<file path="config.mk">
export PLATFORM = sky130hd
export DESIGN_NAME = uart_rx
export DESIGN_NICKNAME = d
export VERILOG_FILES = /design/src/rtl/uart_rx.sv
export SDC_FILE = /design/constraint.sdc
export NUM_CORES = 1
export LEC_CHECK = 0
export CAP_MARGIN = 20
export CELL_PAD_IN_SITES_DETAIL_PLACEMENT = 0
export CELL_PAD_IN_SITES_GLOBAL_PLACEMENT = 1
export CORE_MARGIN = 1.5
export CORE_UTILIZATION = 38
export CTS_CLUSTER_DIAMETER = 30
export DETAILED_ROUTE_END_ITERATION = 8
export PLACE_DENSITY = 0.79
export SETUP_SLACK_MARGIN = 0.2
export SKIP_LAST_GASP = 1
export SYNTH_ARGS = -nofsm -noshare
export SYNTH_HDL_FRONTEND = slang
export SYNTH_SLANG_ARGS = --single-unit
</file>
<file path="constraint.sdc">
create_clock -name clock -period 5.1 [get_ports clock]
set_clock_uncertainty 0.15 [all_clocks]
set_input_delay 1.02 -clock clock [delete_from_list [all_inputs] [get_ports clock]]
set_output_delay 1.02 -clock clock [all_outputs]
set_load 0.05 [all_outputs]
</file>
<file path="src/rtl/uart_rx.sv">
// 8N1 UART receiver: two-flop input synchroniser, mid-bit sampling FSM and a
// one-entry holding register with ready/overrun/framing-error flags.
module uart_rx #(
  parameter int CLKS_PER_BIT = 434,
  parameter int HALF_BIT     = CLKS_PER_BIT / 2
) (
  input  logic       clock,
  input  logic       rst,
  input  logic       rx,
  input  logic       read,
  output logic [7:0] rx_data,
  output logic       rx_valid,
  output logic       rx_ready,
  output logic       overrun,
  output logic       frame_error,
  output logic       busy
);

  localparam int CW = $clog2(CLKS_PER_BIT);
  localparam logic [CW-1:0] BIT_LAST  = CW'(CLKS_PER_BIT - 1);
  localparam logic [CW-1:0] HALF_LAST = CW'(HALF_BIT - 1);

  typedef enum logic [1:0] {IDLE, START, DATA, STOP} state_t;

  state_t        state, state_n;
  logic [CW-1:0] cnt, cnt_n;
  logic [2:0]    idx, idx_n;
  logic [7:0]    shift, shift_n;
  logic          rx_m, rx_s;
  logic          load_good, load_bad;

  // Synchroniser presets to the idle-high line level.
  always_ff @(posedge clock or posedge rst) begin
    if (rst) begin
      rx_m <= 1'b1;
      rx_s <= 1'b1;
    end else begin
      rx_m <= rx;
      rx_s <= rx_m;
    end
  end

  always_ff @(posedge clock or posedge rst) begin
    if (rst) begin
      state <= IDLE;
      cnt   <= '0;
      idx   <= '0;
      shift <= '0;
    end else begin
      state <= state_n;
      cnt   <= cnt_n;
      idx   <= idx_n;
      shift <= shift_n;
    end
  end

  // A low level while idle is taken as the start edge; the counter restarts
  // at every bit boundary so it never needs to wrap.
  always_comb begin
    state_n   = state;
    cnt_n     = cnt + 1'b1;
    idx_n     = idx;
    shift_n   = shift;
    load_good = 1'b0;
    load_bad  = 1'b0;
    case (state)
      IDLE: begin
        cnt_n = '0;
        if (!rx_s) state_n = START;
      end
      START: begin
        if (cnt == HALF_LAST) begin
          cnt_n   = '0;
          idx_n   = '0;
          state_n = rx_s ? IDLE : DATA;
        end
      end
      DATA: begin
        if (cnt == BIT_LAST) begin
          cnt_n   = '0;
          shift_n = {rx_s, shift[7:1]};
          idx_n   = idx + 3'd1;
          if (idx == 3'd7) state_n = STOP;
        end
      end
      STOP: begin
        if (cnt == BIT_LAST) begin
          cnt_n     = '0;
          state_n   = IDLE;
          load_good = rx_s;
          load_bad  = ~rx_s;
        end
      end
      default: state_n = IDLE;
    endcase
  end

  // A good load beats a coincident read: ready stays set, overrun is only
  // raised when the previous byte was unread and not being read now.
  always_ff @(posedge clock or posedge rst) begin
    if (rst) begin
      rx_data     <= '0;
      rx_valid    <= 1'b0;
      rx_ready    <= 1'b0;
      overrun     <= 1'b0;
      frame_error <= 1'b0;
    end else begin
      rx_valid <= load_good;
      if (load_good) begin
        rx_data     <= shift;
        rx_ready    <= 1'b1;
        overrun     <= (rx_ready | overrun) & ~read;
        frame_error <= frame_error & ~read;
      end else begin
        if (read) begin
          rx_ready <= 1'b0;
          overrun  <= 1'b0;
        end
        frame_error <= load_bad | (frame_error & ~read);
      end
    end
  end

  assign busy = (state != IDLE);

endmodule
</file>
======== Word level (Yosys, flattened, before mapping) ========
Cells that the tools add are included.
Widths: inputs -> output; s select.
cells by class
  reduce and logical (&&, ||, !) cells .... 8
  equal/unequal tests ..................... 11
  mux-type cells .......................... 21
  bitwise gates (word level) .............. 6
  $add $sub $neg .......................... 2
operator list
  operator             number
  $pmux 9 s3           1
  $mux 9               2
  $mux 2               6
  $ne 2x2->1 const B   5
  $add 9x1->9 const B  1
  $eq 9x8->1 const B   1
  $eq 9x9->1 const B   1
  $mux 1               8
  $pmux 2 s4           1
  $mux 3               2
  $pmux 3 s2           1
  $reduce_bool 2->1    3
  $reduce_and 5->1     1
  $eq 2x2->1 const B   2
  $add 3x1->3 const B  1
  $eq 3x3->1 const B   1
  $reduce_and 3->1     1
  $and 1x1->1          2
  $eq 2x1->1 const B   1
  $logic_not 2->1      1
  $not 1->1            2
  $or 1x1->1           2
  $reduce_and 2->1     1
  $reduce_or 2->1      1
word-level totals
  output and inout port bits .............. 13
  input port bits ......................... 4
  flip-flop bits (word level) ............. 36
  logic and storage cells ................. 59

======== Longest topological paths before layout ========
Gate-level depths: netlist of the first run.
  word-level depth ........................ 5
  gate-level depth with buffers ........... 6
  depth with buffers taken out ............ 5

======== Least setup slack after synthesis of the first run ========
OpenSTA, ideal clock, no wires.
  kind .................................... flip-flop to output port
  from .................................... register with a tool-made name
  to ...................................... output busy
  stages on the path, launching flop included .. 3
  path buffers ............................ 1
  data arrival time ....................... 0.915 ns
  data required time ...................... 3.930 ns
  setup slack ............................. 3.015 ns
  cell sequence ........................... dfrtp_1 -> clkbuf_1 -> or2_2
RTL lines
  element           RTL line  RTL
  end: declaration  16        output logic busy

======== Worst setup path after layout of the first run ========
  from .................................... register state[0]
  to ...................................... output busy
on the way
  word-level cells in the longest chain between the ends .. 1
RTL lines
  element                   RTL line  RTL
  start: declaration        25        state_t state, state_n;
  start signal: assignment  50        state <= state_n;
  $reduce_bool 2->1         124       assign busy = (state != IDLE);
No other way between the ends.

==> results of run 1 <==
[cells in the mapped netlist (2+ instances only)]
library cell	count	area share
or2_2	3	0.011
o31ai_1	3	0.013
dfstp_2	2	0.031
nor2b_1	3	0.011
or3_1	4	0.015
nand2_1	3	0.0067
nand3_1	5	0.015
xor2_1	2	0.010
mux2_2	16	0.11
nand4_1	4	0.015
nand4bb_1	2	0.013
a21oi_1	7	0.021
inv_1	6	0.013
o21ai_0	4	0.012
ha_1	5	0.037
o21ai_1	2	0.0060
dfrtp_1	34	0.51
a22o_1	2	0.010
buf_6	3	0.020
a22oi_1	4	0.018
[flip-flops by register name, indices dropped and copies added (netlist names), named ones only]
signal / cells
cnt: 9
frame_error: 1
idx: 3
overrun: 1
rx_data: 8
rx_m: 1
rx_ready: 1
rx_s: 1
rx_valid: 1
shift: 8
state: 1
[where the power goes]
part	leakage (uW)	internal [uW]	total, uW	switching, uW
clock network	0.0000479	95.0	198	103
registers	0.000481	287	287	0.610
logic	0.000355	2.86	9.37	6.51
[worst max-delay path, cell delays in order, from the launching register on]
cell and delay (ns):
dfrtp_1 0.46, or2_2 0.32, clkdlybuf4s50_1 0.70
[cells in the final DEF (no fill, tap or decap), types with 3 or more instances in the layout]
master           instances
nand3_1                  5
or2_2                    3
a22oi_1                  4
clkdlybuf4s50_1         16
ha_1                     5
o31ai_1                  3
clkbuf_8                 5
o21ai_0                  4
mux2_2                  16
a21oi_1                  7
inv_1                    6
dfrtp_1                 34
nand2_1                  3
nand4_1                  4
nor2b_1                  3
or3_1                    4
[logic make-up (layout without fill, tap and decap cells)]
| logic type | after synthesis | after routing | share of synthesized area |
|---|---|---|---|
| AOI/OAI and AO/OA | 24 | 24 | 0.0902 |
| muxes | 17 | 17 | 0.121 |
| adders and majority gates | 5 | 5 | 0.0373 |
| DFF | 36 | 36 | 0.538 |
| and+or+nand+nor | 34 | 34 | 0.159 |
| xor gates and xnor gates | 3 | 3 | 0.0157 |
| buffers and inverters | 11 | 31 | 0.0387 |
[through the flow]
step | power, uW | hold slack, ns | worst slack, ns | utilization | cell area [sq um]
after floorplan | 298 | 0.195 | 3.02 | - | 1680
after global placement | 302 | 0.200 | 2.50 | 0.454 | 1870
after detailed placement | 303 | 0.212 | 2.48 | 0.454 | 1870
after CTS | 501 | 0.226 | 2.15 | 0.475 | 1950
after global routing | 514 | 0.225 | 2.12 | 0.475 | 1950
final | 494 | 0.225 | 2.16 | 0.475 | 1950
[layer usage]
metal / vias to the layer above / part of all wire / global-route usage
met2: 18 / 0.48 / 0.209
met5: - / 0 / 0
met4: 0 / 0.025 / 0.0850
li1: 520 / - / -
met3: 8 / 0.034 / 0.0262
met1: 537 / 0.46 / 0.185
[layout make-up]
cell class | instances | area [sq um]
Clock buffer | 5 | 68.8
Sequential cell | 36 | 903
Tap cell | 50 | 62.6
Inverter | 6 | 22.5
Clock inverter | 3 | 18.8
Timing Repair Buffer | 17 | 168
Multi-Input combinational cell | 83 | 711
Fill cell | 373 | 2160
[worst paths after layout]
kind,endpoint,start,cells past startpoint,slack [ns]
worst max register to register,rx_data[1],cnt[3],3,2.67
worst min register to register,rx_s,rx_m,0,0.23
min in group asynchronous,cnt[2],rst,3,0.97
worst max-delay path,busy,state[0],2,2.16
worst min-delay path,rx_s,rx_m,0,0.23
max in group asynchronous,rx_s,rst,3,3.48
==> metrics, run 1 <==
Final setup viols=0; Slew @ Worst Pin=between 0.7 and 0.8 ns; largest net degree at the start of global routing=37; Fmax achieved=roughly 0.34 GHz; CP required=between 3 and 4 ns; grt total ovfl=0; Crit Path Category=reg2out; Total GRT Usage=0.139; CP startpoint kind=flop; Seq/Total Area, Yosys=0.538; core area=4120 sq um; Final period util=0.576; CTS-repair resized insts=0; Slew Viols, Final=0; IO Count=17; vias in the first global route=about 1100; routability congestion estimate from global placement=0.777; Post-Route WL=roughly 3000 um; TritonCTS buffer count=5; worst-path fanout max=8; Post-Syn Area=around 1700 sq um; setup repair bufs after CTS=0; syn avg cell area=approximately 13 sq um; crit end category=primary output; Final Hold Vio Count=0; starting density of the core=0.408; die area=just under 5000 sq um; Worst VDD drop=around 0.18 mV; post-layout min period=between 2 and 3 ns; detailed placer's ending HPWL=approximately 2100 um; number of synthesized flops with an enable pin=0; count of state elements after synthesis=36; Vias/cell=roughly 5.4; top_reg_cell synth=dfrtp_1; P_leak=around 0.00088 uW; Routed Antenna Nets=0; RSZ-0062 raised after global routing=no; CTS H-tree depth=2; hold buffer count at CTS=0; # diodes=0; first-pass GRT wire length=5250 um; layout cell share with drive strength beyond 1=0.233; warning count from the yosys run=0; Syn Nets=between 100 and 150; Critical Path AT=around 1.8 ns; DR vias=roughly 1100; clock sinks=36; placed cell count=around 190; Post-synth ARST share=1.00; Distinct cells, synth=36; Reg clk slew, reported paths=around 0.070 ns; Cells after Synth=between 100 and 150; HP Class=reg2reg; initial antenna violation count=0; Rows=23; Clk Latency, worst-skew pair=a little under 0.3 ns; CTS Buffer Depth=2; Layout area overhead=16.4%; PwrDens=253 nW/um^2; clock root cell=clkbuf_8; CTS tree=yes; chip width=between 60 and 70 um; DRC errors left=0; DR WL/cell=14.9 um; port bufs=16; DRT iter0 DRCs=a little over 90; worst rel slew slack=0.521; Post-Route Setup TNS=0 ns; Max Cap Viol=0; die height=69.5 um; First-pass DRT Iterations=4; final net count=158; status=completed; final cell count without fillers=200
Note: power is estimated with default switching activity, not from simulation.
==> run 2: changes to the inputs <==
--- a/config.mk
+++ b/config.mk
@@ -12,7 +12,7 @@
 export CORE_UTILIZATION = 38
 export CTS_CLUSTER_DIAMETER = 30
 export DETAILED_ROUTE_END_ITERATION = 8
-export PLACE_DENSITY = 0.79
+export PLACE_DENSITY = 0.82
 export SETUP_SLACK_MARGIN = 0.2
 export SKIP_LAST_GASP = 1
 export SYNTH_ARGS = -nofsm -noshare
==> constraint.sdc (replaced) <==
create_clock -name clock -period 2.7 [get_ports clock]
set_clock_uncertainty 0.15 [all_clocks]
set_input_delay 0.54 -clock clock [delete_from_list [all_inputs] [get_ports clock]]
set_output_delay 0.54 -clock clock [all_outputs]
set_load 0.05 [all_outputs]
==> run 2 against run 1 <==
Net effect:
- hold slack got worse by 0.018 ns
- non-clock buffer count increased by 2
- global-route usage increased by 1.1 points
- clock power increased by 130%
- count of clock-buffer cells in the layout increased by 1
- combinational power increased by 87%
- cell area increased by 1.9%
- die area unchanged
- first-iteration DRC count decreased by 56%
==> metrics, run 2 (synthesized netlist as in run 1, its figures left out) <==
vias in the first global route=1172 (+5.0%); clock root cell=clkbuf_8; Routed Antenna Nets=0 (unchanged); internal power=821 uW (+110%); Post-Route WL=3200 um (+7.0%); HP Start=rx_m; Slew @ Worst Pin=0.767 ns (+0.0577 ns); detailed placer's ending HPWL=2280 um (+8.2%); First-pass DRT Iterations=6 (+2); Worst VDD drop=0.187 mV (+3.8%); P_leak=0.000901 uW (+1.9%); PwrDens=515 nW/um^2 (+100%); chip width=69.5 um (unchanged); Reg clk slew, reported paths=0.08 ns (about the same); Clock power frac=0.454 (+0.054); first-pass GRT wire length=5730 um (+9.1%); post-layout min period=roughly 2.2 ns; Slew Viols, Final=0 (unchanged); CP startpoint kind=flop; Reg power frac=0.529 (-0.052); Final setup viols=0 (unchanged); commonest non-fill, non-tap cell in the layout=dfrtp_1; biggest registers after layout=cnt x9, rx_data x8, shift x8; register name with the most flops=cnt; die height=69.5 um (unchanged); TritonCTS buffer count=5 (unchanged); switching power total=204 uW (+86%); Vias/cell=5.45 (+0.56%); IO Count=17 (unchanged); Post-Route Setup TNS=0 ns (unchanged); largest net degree at the start of global routing=37 (unchanged); R2R Path Start=cnt[3]; worst rel slew slack=0.482 (-0.0390); Clk Latency, worst-skew pair=0.29 ns (about the same); Worst setup endpoint=rx_data[5]; die area=4830 sq um (unchanged); setup repair bufs after CTS=0 (unchanged); Critical Path AT=2.23 ns (+0.46 ns); Logic pwr share=0.017 (-0.002); layout cell share with drive strength beyond 1=0.237 (+0.00351); hold buffer count at CTS=0 (unchanged); worst reg2reg path depth=4 (+1); status=completed; Max Cap Viol=0 (unchanged); grt total ovfl=0 (unchanged); Final Hold Vio Count=0 (unchanged); setup ws final=0.497 ns (-1.66 ns); final total power=1030 uW (+110%); Total GRT Usage=0.150 (+0.0112); DR WL/cell=15.8 um (+5.9%); Crit Path Category=reg2reg; routability congestion estimate from global placement=0.787 (+1.3%); worst reg2reg path endpoint=rx_data[5]; most frequent cells in the layout=34 x dfrtp_1, 16 x mux2_2, 15 x clkdlybuf4s50_1; crit end category=flop; Critical Path Start=cnt[3]; Final period util=0.816; Layout area overhead=18.6%; worst-path fanout max=11 (+3); DRT iter0 DRCs=40 (-56%); starting density of the core=0.408 (unchanged); DR vias=1100 (+1.6%); clock sinks=36 (unchanged); HP Class=reg2reg; final-layout fill cell count=373 (unchanged); final net count=160 (+1.3%); switching portion of total power=0.199 (-0.0228); DRC errors left=0 (unchanged); CTS H-tree depth=2 (unchanged); pre-CTS worst setup slack=0.507 ns (-1.97 ns); RSZ-0062 raised after global routing=no; flop-to-flop setup slack=0.50 ns (-2.17 ns); port bufs=16 (unchanged); CTS tree=yes; core area=4120 sq um (unchanged); max reg flops=9 (unchanged); # diodes=0 (unchanged); CTS Buffer Depth=2 (unchanged); Rows=23 (unchanged); initial antenna violation count=0 (unchanged); Fmax achieved=0.454 GHz; CP required=2.73 ns (-1.20 ns)
==> run 2: cell count changes in the layout (fill, tap and decap cells not counted), sizes merged <==
cell           delta
clkbuf            +1
buf               +2
bufinv            +1
clkinv            -2
clkdlybuf4s50     -1
dlymetal6s2s      +1
==> run 2: how the worst min path moves through the flow <==
stage	endpoint	slack [ns]	cells after the start
finish	rx_s	0.21	0
global route	rx_s	0.21	0
CTS	rx_s	0.21	0
detailed placement	rx_s	0.21	0
global placement	rx_s	0.20	0
floorplan	rx_s	0.20	0
==> run 2: power by group through the flow <==
stage               Combinational, uW  Clock, uW  Sequential (uW)
finish                           17.5        465              543
CTS                              18.8        475              543
global route                     20.7        508              543
global placement                 18.0          0              553
floorplan                        9.45          0              553
detailed placement               18.9          0              553
==> run 2: stage by stage <==
step / util / area (sq um) / hold WS, ns / std cells
final: 0.484 / 1990 / 0.207 / 202
after global placement: 0.457 / 1880 / 0.198 / 194
after global routing: 0.484 / 1990 / 0.213 / 202
after floorplan: - / 1680 / 0.195 / 130
after detailed placement: 0.457 / 1880 / 0.208 / 194
after CTS: 0.483 / 1990 / 0.215 / 202
==> run 2: what timing repair did <==
action                                  in CTS  in global routing
endpoints found under the setup margin       0                  1
gates resized for setup                      0                  1
endpoints found under the hold margin        0                  0
==> run 2: layout make-up <==
| cell class | instances | area, sq um | share of cell area |
|---|---|---|---|
| Clock buffer | 6 | 72.6 | 0.0364 |
| Multi-Input combinational cell | 83 | 711 | 0.357 |
| Inverter | 6 | 22.5 | 0.0113 |
| Sequential cell | 36 | 903 | 0.454 |
| Tap cell | 50 | 62.6 | 0.0314 |
| Clock inverter | 2 | 35.0 | 0.0176 |
| Timing Repair Buffer | 19 | 185 | 0.0930 |
==> run 2: critical path: stages, from the launching register on <==
cell and delay, ns:
dfrtp_1 0.47, nand4bb_1 0.53, nor4_4 0.37, buf_4 0.23, mux2_2 0.35
==> run 2: layer usage <==
metal,wire length [um],vias to the layer above,track usage
met5,0,-,0
met4,49,0,0.0675
met3,116,5,0.0349
met2,1600,26,0.244
met1,1430,550,0.191
li1,-,519,-
==> run 3: changes to the inputs <==
==> constraint.sdc (replaced) <==
create_clock -name clock -period 1.77 [get_ports clock]
set_clock_uncertainty 0.15 [all_clocks]
set_input_delay 0.354 -clock clock [delete_from_list [all_inputs] [get_ports clock]]
set_output_delay 0.354 -clock clock [all_outputs]
set_load 0.05 [all_outputs]
==> run 3 against run 2 <==
Net effect:
- the run now ends with setup timing left
- hold slack better by 0.0023 ns
- setup slack worse by 0.57 ns
- flip-flop and latch count stayed put
- clock power is 29% higher
- sequential share of layout area is 8.4 points lower
- register-to-register slack worse by 0.57 ns
==> metrics, run 3 (synthesized netlist as in run 1, its figures left out) <==
CTS tree=yes; Fmax achieved=0.542 GHz (+19%); PwrDens=598 nW/um^2 (+16%); core area=4120 sq um (unchanged); TritonCTS buffer count=5 (unchanged); biggest registers after layout=cnt x9, rx_data x8, shift x8; hold buffer count at CTS=0 (unchanged); initial antenna violation count=0 (unchanged); Max Cap Viol=0 (unchanged); Worst VDD drop=0.407 mV (+120%); CP required=1.80 ns (-0.93 ns); DRT iter0 DRCs=74 (+85%); CTS H-tree depth=2 (unchanged); Post-Route WL=3960 um (+24%); Layout area overhead=45.5%; Total GRT Usage=0.180 (+0.0301); DR WL/cell=17.0 um (+7.3%); Routed Antenna Nets=0 (unchanged); Final period util=1.04 (+0.226); DRC errors left=0 (unchanged); FF+latch area=903 sq um (unchanged); final-layout fill cell count=333 (-11%); starting density of the core=0.408 (unchanged); clock sinks=36 (unchanged); RSZ-0062 raised after global routing=yes; die area=4830 sq um (unchanged); vias in the first global route=1419 (+21%); Clock power frac=0.410 (-0.044); HP Class=reg2reg; final net count=191 (+19%); post-layout min period=1.84 ns (-0.358 ns); grt total ovfl=0 (unchanged); Slew Viols, Final=0 (unchanged); first-pass GRT wire length=6780 um (+18%); routability congestion estimate from global placement=0.879 (+12%); crit end category=flop; worst rel slew slack=0.689 (+0.208); chip width=69.5 um (unchanged); die height=69.5 um (unchanged); violations in the final reports=setup timing; Clk Latency, worst-skew pair=0.29 ns (about the same); switching power total=306 uW (+50%); final core utilization=0.593 (+0.109); Slew @ Worst Pin=0.465 ns (-0.302 ns); P_leak=0.00113 uW (+25%); First-pass DRT Iterations=4 (-2); commonest non-fill, non-tap cell in the layout=buf_4; Reg power frac=0.567 (+0.038); Critical Path AT=1.87 ns (-0.36 ns); CTS Buffer Depth=2 (unchanged); Reg clk slew, reported paths=0.07 ns (about the same); internal power=1160 uW (+41%); DR vias=1271 (+16%); layout cell share with drive strength beyond 1=0.546 (+0.310); status=finished with violations; area used by multi-input combinational logic=888 sq um (+25%); worst-path fanout max=5 (-6); switching portion of total power=0.209 (+0.0102); largest net degree at the start of global routing=20 (-46%); detailed placer's ending HPWL=2490 um (+9.3%); # diodes=0 (unchanged); clock root cell=clkbuf_8; most frequent cells in the layout=37 x buf_4, 34 x dfrtp_1, 16 x mux2_4; Final setup viols=9 (+9); IO Count=17 (unchanged); max reg flops=9 (unchanged); Logic pwr share=0.023 (+0.006); register name with the most flops=cnt; Final Hold Vio Count=0 (unchanged); CP startpoint kind=flop; setup ws final=-0.0743 ns (-0.572 ns); Rows=23 (unchanged); Hold WS=0.210 ns (+0.00227 ns); Crit Path Category=reg2reg; Vias/cell=5.45 (+0.17%); port bufs=16 (unchanged)
[run 3: timing repair]
item,in CTS,in global routing
gates cloned,2,0
endpoints found under the setup margin,28,34
endpoints found under the hold margin,0,0
resized for setup,27,15
pin swaps,7,4
setup buffers,9,1
[run 3: area by class of cell]
class                   count  area share
clock buffers               7      0.0353
clock inverters             1     0.00307
inverters                   6     0.00922
multi-input cells          83       0.364
flip-flops and latches     36       0.370
well taps                  50      0.0256
repair buffers             50       0.193
[run 3: power groups by stage]
stage | Clock [uW] | Sequential (uW) | Combinational [uW]
6_report | 599 | 828 | 33.9
5_1_grt | 640 | 828 | 37.7
4_1_cts | 620 | 828 | 34.7
3_5_place_dp | 0 | 843 | 34.8
3_3_place_gp | 0 | 843 | 32.8
2_1_floorplan | 0 | 843 | 14.4
[run 3: worst max-delay path, cell delays in order, from the launching register on]
cell	delay (ns)
dfrtp_1	0.39
nand4bb_1	0.20
buf_6	0.16
nor4_4	0.24
bufbuf_16	0.31
mux2_4	0.29
[run 3: path summary, 6_finish.rpt]
check	depth (start not counted)	endpoint	slack [ns]	startpoint
min reg2reg	0	rx_s	0.21	rx_m
max reg2reg	5	rx_data[6]	-0.07	cnt[6]
min in group asynchronous	2	state[0]	0.22	rst
max in group asynchronous	3	cnt[6]	0.74	rst
max	5	rx_data[6]	-0.07	cnt[6]
min	0	rx_s	0.21	rx_m
[run 3: metal layers]
metal / share of wire / GRT usage
met5: 0 / 0
met4: 0.029 / 0.111
met3: 0.027 / 0.0320
met2: 0.54 / 0.316
met1: 0.40 / 0.202
[run 3: per-stage QoR]
step	TNS (ns)	instance area (sq um)	std cells	power, uW	setup WS (ns)
6_report	-0.494	2440	233	1460	-0.0743
5_1_grt	-1.25	2440	233	1510	-0.125
4_1_cts	-0.0482	2380	232	1480	-0.0173
3_5_place_dp	-1.15	2070	213	878	-0.130
3_3_place_gp	-0.240	2070	213	876	-0.0579
2_1_floorplan	-0.531	1720	130	857	-0.0455
==> RTL change, RTL diff (flow settings as in run 2) <==
Encoding of `state_t`: now Gray code (2 bits for 4 states).
--- a/src/rtl/uart_rx.sv
+++ b/src/rtl/uart_rx.sv
@@ -20,7 +20,7 @@
   localparam logic [CW-1:0] BIT_LAST  = CW'(CLKS_PER_BIT - 1);
   localparam logic [CW-1:0] HALF_LAST = CW'(HALF_BIT - 1);
 
-  typedef enum logic [1:0] {IDLE, START, DATA, STOP} state_t;
+  typedef enum logic [1:0] {IDLE = 2'b00, START = 2'b01, DATA = 2'b11, STOP = 2'b10} state_t;
 
   state_t        state, state_n;
   logic [CW-1:0] cnt, cnt_n;
Formal check against the unedited RTL: no difference found for any inputs over 10 cycles, from zero or initial values and one cycle with rst high; not proved beyond that.
==> RTL change against run 2 <==
  * Sequential power about the same
  * Utilization decreased by 0.12 points
  * Design area decreased by 0.25%
  * Combinational power increased by 5%
  * Routed wire length decreased by 6.3%
  * Via count increased by 1.7%
  * Setup slack got worse by 0.063 ns
  * Non-clock buffer count unchanged
  * Area after synthesis decreased by 0.30%
  * Fmax decreased by 2.8%
  * Sequential cell count unchanged
  * Total power decreased by 9.5%
  * Highest routed layer unchanged
==> RTL change: results (changes against run 2) <==
- Initial antenna violation count: 0 (unchanged)
- GR Layer Usage met3: 0.0262 (was 0.0349)
- Num CTS Buffers: 5 (unchanged)
- Register area share after synthesis: 0.540 (was 0.538)
- R2R setup slack: 0.72 ns (was 0.50 ns)
- Worst r2r dst: shift[5] (was rx_data[5])
- Hold Path Stages: 0 (unchanged)
- Post-synth cell types: 42 (was 36)
- Routing usage on met1: 0.197 (was 0.191)
- Largest regs: cnt (9), rx_data (8), shift (8) (unchanged)
- Gr usage total: 0.147 (was 0.150)
- R2R cell count: 5 (was 4)
- Synth Net Count: 142 (was 139)
- M2 GR Usage: 0.222 (was 0.244)
- TritonRoute pass-1 iters: 4 (was 6)
- Number of global-route vias before repair: 1177 (was 1172)
- Ys async rst share: 1.00 (unchanged)
- Post CTS Setup Buffer Count: 0 (unchanged)
- Syn. warnings: 0 (unchanged)
- DRT iter0 DRCs: 78 (was 40)
- PortBufs: 16 (unchanged)
- Worst-path clk slew: around 0.070 ns
- Layout cells sized above 1: 0.239 (was 0.237)
- Worst-path fanout max: 16 (was 11)
- Setup WS pre-CTS: 0.471 ns (was 0.507 ns)
- Routed WL: 2990 µm (was 3200 µm)
- Placed Area: 1900 µm² (was 1880 µm²)
- CTS root buffer: clkbuf_8 (unchanged)
- Post_cts resized: 1 (was 0)
- Clock latency at the later pin of the worst-skew pair: approximately 0.28 ns
- Clock Path Buffers: 2 (unchanged)
- Largest net degree at the start of global routing: 22 (was 37)
- Fillers: 383 (was 373)
- Top cells by area, synth: dfrtp_1, mux2_2, ha_1, dfstp_2, a22oi_1 (was dfrtp_1, mux2_2, ha_1, dfstp_2, a21oi_1)
- Level count of the clock H-tree: 2 (unchanged)
- CP arrival: 1.58 ns (was 2.23 ns)
- Worst Hold End: rx_s (unchanged)
- RR Startpoint: cnt[1] (was cnt[3])
- Dpl hpwl: 2170 µm (was 2280 µm)
- Status: finished, final reports clean (unchanged)
- Peak supply drop: 0.000349 V (was 0.000187 V)
- Final GP Congestion: 0.793 (was 0.787)
- Class of the worst hold path: flop to flop (unchanged)
- Hold Crit Start: rx_m (unchanged)
- Hold slack final: 0.213 ns (was 0.207 ns)
- Nets: 163 (was 160)
- Number of diodes: 0 (unchanged)
- Total number of vias: 1119 (was 1100)
- Worst slew margin: 0.559 (was 0.482)
- First-pass GRT wire length: 5610 µm (was 5730 µm)
- Synth cell count leaders: dfrtp_1, mux2_2, inv_1 (was dfrtp_1, mux2_2, a21oi_1)
- P_leak: 0.879 nW (was 0.901 nW)
[RTL change: worst max-delay path by stage]
| stage | start | to | slack [ns] | cells after the start |
|---|---|---|---|---|
| floorplan | cnt[1] | rx_data[0] | 0.90 | 6 |
| global placement | state[1] | busy | 0.48 | 2 |
| detailed placement | state[1] | busy | 0.47 | 2 |
| CTS | state[1] | busy | 0.43 | 2 |
| global route | state[1] | busy | 0.34 | 2 |
| finish | state[1] | busy | 0.43 | 2 |
[RTL change: metal layers]
| metal | vias to the layer above | wire length [µm] |
|---|---|---|
| met2 | 20 | 1470 |
| met3 | 4 | 75 |
| li1 | 536 | - |
| met4 | 0 | 67 |
| met5 | - | 0 |
| met1 | 559 | 1380 |
[RTL change: area by class of cell]
type                    instances  area (µm²)  share of cell area
inverters                       8        30.0              0.0151
repair buffers                 19         194              0.0976
multi-input cells              84         709               0.357
flip-flops and latches         36         903               0.455
clock buffers                   5        68.8              0.0346
well taps                      50        62.6              0.0315
clock inverters                 3        18.8             0.00945
[RTL change: kinds of logic (layout without fill, tap and decap cells)]
group / Yosys count / after routing / share of synthesized area
AO/OA/AOI/OAI: 28 / 28 / 0.130
XOR/XNOR: 3 / 3 / 0.0157
adder cells (fa/ha/maj): 5 / 5 / 0.0374
buffers and inverters: 13 / 35 / 0.0366
flip-flops: 36 / 36 / 0.540
multiplexers: 16 / 16 / 0.108
AND/OR/NAND/NOR: 32 / 32 / 0.133
[RTL change: metrics by stage]
stage	instances	total power, mW
6_report	205	0.928
5_1_grt	205	0.970
4_1_cts	205	0.943
3_5_place_dp	197	0.573
3_3_place_gp	197	0.572
2_1_floorplan	133	0.561
[RTL change: critical path, stage by stage, from the launching register on]
cell           delay (ns)
dfrtp_1              0.60
or2_2                0.18
dlygate4sd2_1        0.51
[RTL change: power by group]
| part | total (mW) | leakage, nW | internal (mW) | switching, mW |
|---|---|---|---|---|
| clock network | 0.366 | 0.0479 | 0.179 | 0.187 |
| logic | 0.0184 | 0.350 | 0.00688 | 0.0115 |
| registers | 0.543 | 0.481 | 0.542 | 0.00138 |
